<file path="config.mk">
export PLATFORM = sky130hd
export DESIGN_NAME = rmt_recovery_sequencer
export DESIGN_NICKNAME = d
export VERILOG_FILES = /design/src/rtl/rmt_recovery_sequencer.sv
export SDC_FILE = /design/constraint.sdc
export NUM_CORES = 1
export LEC_CHECK = 0
export BUFFER_PORTS_ARGS = -buffer_cell sky130_fd_sc_hd__buf_4
export CAP_MARGIN = 15
export CORE_AREA = 3 3 90 92
export DETAILED_ROUTE_END_ITERATION = 7
export DIE_AREA = 0 0 93 95
export HOLD_SLACK_MARGIN = 0.03
export PLACE_DENSITY = 0.6
export SYNTH_ARGS = -nofsm -noshare
export SYNTH_HDL_FRONTEND = slang
export SYNTH_SLANG_ARGS = --single-unit
</file>
<file path="constraint.sdc">
create_clock -name clk -period 1.7 [get_ports clk]
set_clock_uncertainty 0.05 [all_clocks]
set_input_delay 0.255 -clock clk [delete_from_list [all_inputs] [get_ports clk]]
set_output_delay 0.255 -clock clk [all_outputs]
set_load 0.01 [all_outputs]
</file>
<file path="src/rtl/rmt_recovery_sequencer.sv">
// Write-port owner for the 6-write speculative rename map table: rename passthrough,
// or a 6-entry-per-cycle restore from the AMT on mispredict. Optional counters: RMT_RECOVERY_STATS_EN.
module rmt_recovery_sequencer #(
  parameter int RMT_DEPTH = 32,
  parameter int RMT_INDEX = 5,
  parameter int PHY_WIDTH = 7
) (
  input  logic                   clk,
  input  logic                   reset,
  input  logic                   recover_i,
  input  logic [5:0]             ren_we_i,
  input  logic [6*RMT_INDEX-1:0] ren_addr_i,
  input  logic [6*PHY_WIDTH-1:0] ren_data_i,
  output logic [6*RMT_INDEX-1:0] amt_addr_o,
  input  logic [6*PHY_WIDTH-1:0] amt_data_i,
  output logic [5:0]             rmt_we_o,
  output logic [6*RMT_INDEX-1:0] rmt_addr_o,
  output logic [6*PHY_WIDTH-1:0] rmt_data_o,
  output logic                   stall_o,
  output logic                   done_o
`ifdef RMT_RECOVERY_STATS_EN
  ,
  output logic [15:0]            recover_cnt_o,
  output logic [31:0]            stall_cyc_o
`endif
);

  localparam int LANES = 6;
  localparam int EW    = RMT_INDEX + 1;

  // state   | meaning
  // IDLE    | rename writes pass straight through
  // RECOVER | one beat of the AMT -> RMT copy per cycle
  // DONE    | restore complete, done_o pulse
  typedef enum logic [1:0] {IDLE, RECOVER, DONE} state_t;

  state_t        state_q, state_d;
  logic [EW-1:0] base_q, base_d;
  logic [EW-1:0] e;

  always_ff @(posedge clk) begin
    if (reset) begin
      state_q <= IDLE;
      base_q  <= '0;
    end else begin
      state_q <= state_d;
      base_q  <= base_d;
    end
  end

  always_comb begin
    state_d    = state_q;
    base_d     = base_q;
    e          = '0;
    rmt_we_o   = '0;
    rmt_addr_o = '0;
    rmt_data_o = '0;
    amt_addr_o = '0;
    done_o     = 1'b0;
    case (state_q)
      IDLE: begin
        // a recover request squashes this cycle's rename writes
        rmt_we_o   = recover_i ? 6'b0 : ren_we_i;
        rmt_addr_o = ren_addr_i;
        rmt_data_o = ren_data_i;
        if (recover_i) begin
          state_d = RECOVER;
          base_d  = '0;
        end
      end
      RECOVER: begin
        for (int k = 0; k < LANES; k++) begin
          e = base_q + EW'(k);
          rmt_data_o[k*PHY_WIDTH +: PHY_WIDTH] = amt_data_i[k*PHY_WIDTH +: PHY_WIDTH];
          if (32'(e) < RMT_DEPTH) begin
            amt_addr_o[k*RMT_INDEX +: RMT_INDEX] = e[RMT_INDEX-1:0];
            rmt_addr_o[k*RMT_INDEX +: RMT_INDEX] = e[RMT_INDEX-1:0];
            rmt_we_o[k]                          = 1'b1;
          end
        end
        if (recover_i) begin
          base_d = '0;
        end else if (32'(base_q) + LANES >= RMT_DEPTH) begin
          state_d = DONE;
          base_d  = '0;
        end else begin
          base_d = base_q + EW'(LANES);
        end
      end
      DONE: begin
        done_o  = 1'b1;
        base_d  = '0;
        state_d = recover_i ? RECOVER : IDLE;
      end
      default: begin
        state_d = IDLE;
        base_d  = '0;
      end
    endcase
  end

  assign stall_o = (state_q != IDLE);

`ifdef RMT_RECOVERY_STATS_EN
  always_ff @(posedge clk) begin
    if (reset) begin
      recover_cnt_o <= '0;
      stall_cyc_o   <= '0;
    end else begin
      if (recover_i && recover_cnt_o != 16'hFFFF)
        recover_cnt_o <= recover_cnt_o + 16'd1;
      if (stall_o && stall_cyc_o != 32'hFFFF_FFFF)
        stall_cyc_o <= stall_cyc_o + 32'd1;
    end
  end
`endif

endmodule

</file>
== After elaboration in Yosys (flattened, before gate mapping) ==
Cells that the tools add are included.
Cells by class
  $mul: 0
  shift operators: 0
  bitwise gates (word level): 0
  $add $sub $neg: 7
  order comparisons: 7
  divide/modulo/power cells: 0
  muxes and demuxes: 27
  eq/ne operators: 5
  reduce and logical (&&, ||, !) cells: 3
Operator list (number)
  42-bit case mux with 2 select lines: 1
  30-bit case mux with 2 select lines: 1
  6-bit < comparator, second input constant: 6
  30-bit two-way mux: 1
  5-bit two-way mux: 6
  6-bit two-way mux: 4
  6-bit case mux with 2 select lines: 2
  6-bit by 3-bit adder with 6-bit output, second input constant: 3
  6-bit by 2-bit adder with 6-bit output, second input constant: 2
  1-bit two-way mux: 8
  6-bit by 3-bit adder with 7-bit output, second input constant: 1
  7-bit by 6-bit greater-or-equal comparator with 1-bit output, second input constant: 1
  6-bit by 1-bit adder with 6-bit output, second input constant: 1
  2-bit two-way mux: 3
  2-bit inequality test, second input constant: 3
  2-bit case mux with 3 select lines: 1
  3-bit AND reduction: 1
  2-bit by 1-bit equality test with 1-bit output, second input constant: 1
  2-bit equality test, second input constant: 1
  2-bit logical NOT: 1
  2-bit nonzero test: 1
Word-level totals
  input bits: 123
  memory bits (read-only): 0
  RAM bits: 0
  memories: 0
  register bits: 8
  latch bits: 0

== Depth between registers and ports, before layout ==
  depth after elaboration: 5
  gate-level depth with buffers: 8

== Worst setup path after synthesis ==
No wires, ideal clock.
  kind: register to output
  start: reg base_q[2]
  end: out rmt_addr_o[11]
  slack: -0.126 ns
  data required time: 1.395 ns
  cell stages (with the launch flop): 7
  data arrival time: 1.521 ns
  cell sequence: dfxtp_1 ha_1 nand3_1 xor2_1 nand2_1 nor2_1 a21o_1
On the way
  word-level cells in the longest chain between the ends: 4
RTL lines
  start, declared: line 38  | logic [EW-1:0] base_q, base_d;
  start signal, assigned: line 47  | base_q <= base_d;
  6-bit by 2-bit adder with 6-bit output: line 73  | e = base_q + EW'(k);
  6-bit < comparator: line 75  | if (32'(e) < RMT_DEPTH) begin
  5-bit two-way mux: line 75
  30-bit case mux with 2 select lines: line 60  | case (state_q)
  end, declared: line 17  | output logic [6*RMT_INDEX-1:0] rmt_addr_o,
No other way between the ends.

== Worst setup path after layout ==
  start: reg base_q[1]
  end: out rmt_addr_o[14]
On the way
  word-level cells in the longest chain between the ends: 4
RTL lines (line)
  6-bit by 2-bit adder with 6-bit output (*): 73
  6-bit < comparator: 75
  5-bit two-way mux (*): 75
  30-bit case mux with 2 select lines (*): 60
Every way passes the cells marked *; elsewhere a longest branch is shown, timed or not.

==> impl_results.md <==
- LEAKAGE: ~2.3 nW
- Register area share after synthesis: between 8 and 9%
- FP Rows: 31
- Critical path required time: 1390 ps
- Root Buffer: clkbuf_8
- Failing checks: negative setup slack
- Syn Inst Count: 242
- WHS Path Cells: 2
- Pre-CTS setup slack: -24.98 ps
- Initial detailed-routing violation count: 34
- Power density cells: 352.5 nW/um^2
- Crit path max fanout: 4
- WS Path Type: reg2out
- IO Pins: 233
- Die area: 8835 um^2
- R2R cell count: 8
- GP Congestion: 0.7682
- EDFF count, synth: 0
- Via count: 2624
- Floorplan die height: approximately 95 um
- Unrepaired setup endpoints after global routing: true
- Crit end category: output port
- Combined area of the multi-input logic cells: about 1700 um^2
- Layout cells sized above 1: between 60% and 70%
- Ys async rst share: 0%
- Status: finished with violations
- Hold endpoint: base_q[2]
- Final worst-path cycle share: 109.4%
- Worst hold slack: 179.2 ps
- Synth-to-layout area growth: 169.9%
- Final-stage net count: around 630
- DP HPWL: approximately 6800 um
- First-pass GRT wire length: 11560 um
- Minimum clock period: 1860 ps
- Register area: ~160 um^2
- Core area: 7292 um^2
- Clock Latency Late Sink: 230 ps
- Netlist cell types: 32
- Avg Cell Area, Syn: 6.602 um^2
- Pins Over Slew Limit: 0
- Fmax: 0.5377 GHz
- Avg WL per Cell: 15.08 um
- Netlist Area Pre-Place: 1598 um^2
- Final setup TNS: -2786 ps
- R2R Setup Slk: -50 ps
- Post-synth top flop: dfxtp_1
- CTS tree: yes
- ANT nets after route: 0
- CTS buffer count: 3
- Arrival @ worst endpoint: 1550 ps
- H-tree levels: 1
- Vias in the first global route: 2544
- Setup-failing EPs final: 45
- #FFs+latches synth: 7
- Synth warnings: 0
- Fillers: between 600 and 700
- CTS max path bufs: 2
- Reg2reg start: base_q[2]
- Final core utilization: 59.13%
- Detailed Routing Iterations Pass 1: 4
- Final wirelength: 8990 um
- Worst r2r dst: base_q[4]
- DRC violations left: 0
- GRT Total Usage: between 10% and 20%
- IO Port Bufs: 229
- VDD IR max: ~0.21 mV
- Clock sinks: 7
- Final Power: 1.520 mW
- Crit path launch type: register
- Initial Util: 21.91%
- Final Worst Setup Slack: -159.8 ps
- Final Hold Vio Count: 0
- Max cap viols: 0
- Die W: 93 um
- Min-delay worst type: in2reg
- Pin count of the biggest net entering global routing: 44
- Gr ovfl total: 0
- Initial antenna violation count: 0
- Hold path start: reset
- Hold_buf cts: 0
- Vias per cell: 4.403
- Clock transition at the registers of the reported paths: 40 ps
- Antenna Cells: 0
==> synth_stat cells (3+ instances only) <==
cell | instances | area, um^2
nand2_1 | 30 | 112.6
a21o_1 | 22 | 165.2
clkbuf_1 | 7 | 26.28
buf_2 | 8 | 40.04
nor2_1 | 66 | 247.7
inv_2 | 3 | 11.26
nor3_1 | 3 | 15.01
xor2_1 | 4 | 35.03
dfxtp_1 | 7 | 140.1
and2_1 | 8 | 50.05
buf_4 | 3 | 22.52
xnor2_1 | 4 | 35.03
mux2i_1 | 42 | 420.4
inv_1 | 5 | 18.77
ha_1 | 5 | 62.56
==> power breakdown <==
part           internal, mW  switching (mW)
logic                 0.652           0.454
registers             0.165         0.00736
clock network         0.163          0.0795
total                 0.979           0.541
==> stage by stage <==
stage	instance area (um^2)	std cells
after floorplan	1638	244
after global placement	3580	577
after detailed placement	3580	577
after CTS	3850	583
after global routing	4312	596
final	4312	596
==> cell usage in the layout (no fill, tap or decap), types with 3 or more instances in the layout <==
cell type and count:
a21o_1 22, and2_1 6, buf_12 3, buf_4 223, buf_6 37, clkbuf_16 3, clkbuf_8 3, conb_1 3
dfxtp_4 5, ha_4 4, inv_2 6, mux2i_1 39, mux2i_2 3, nand2_1 20, nand2_2 5, nand2_4 5
nor2_1 52, nor2_2 3, nor2_4 13
==> registers in the layout, indices dropped and copies added (netlist names) <==
signal,cells
base_q,5
state_q,2
==> worst max-delay path by stage <==
stage,depth (start not counted),startpoint,end
after global placement,7,base_q[1],amt_addr_o[11]
after detailed placement,7,base_q[1],amt_addr_o[11]
after CTS,7,base_q[2],rmt_addr_o[19]
after floorplan,8,base_q[1],base_q[4]
final,7,base_q[1],rmt_addr_o[14]
after global routing,7,base_q[2],rmt_addr_o[14]
==> cell families after synthesis <==
group	after synthesis	share of synthesized area, %
other	1	0.2347
xor gates and xnor gates	8	4.385
muxes	42	26.31
buffers and inverters	28	8.849
adders and majority gates	5	3.915
and+or+nand+nor	121	33.52
AOI/OAI and AO/OA	30	14.02
DFF	7	8.770
==> area by class of cell <==
class | count | share of cell area [%]
Multi-Input combinational cell | 209 | 38.57
Tap cell | 99 | 2.873
Inverter | 8 | 0.8125
Sequential cell | 7 | 3.743
Clock buffer | 4 | 1.045
Timing Repair Buffer | 269 | 52.96
==> worst max-delay path, stage by stage, from the launching register on <==
cell and delay (ps):
dfxtp_4 350, ha_4 170, nand3_4 100, xor2_4 210, nand2_4 120, nor2_4 140, a21o_1 110, buf_4 120
==> layer usage <==
layer  GRT usage [%]  share of wire (%)  vias up
met5               0                  0        -
met4           5.006                1.3        0
met3           3.506                9.3        7
met2           32.09                 56      143
met1           16.59                 33     1172
li1                -                  -     1302
==> what timing repair did <==
item | in CTS | in global routing
pin swaps | 12 | 27
gates cloned | 0 | 4
setup endpoints to repair | 55 | 64
endpoints found under the hold margin | 0 | 0
gates resized for setup | 56 | 70
setup buffers | 2 | 10
No activity file was read; power rests on OpenSTA's default activity.
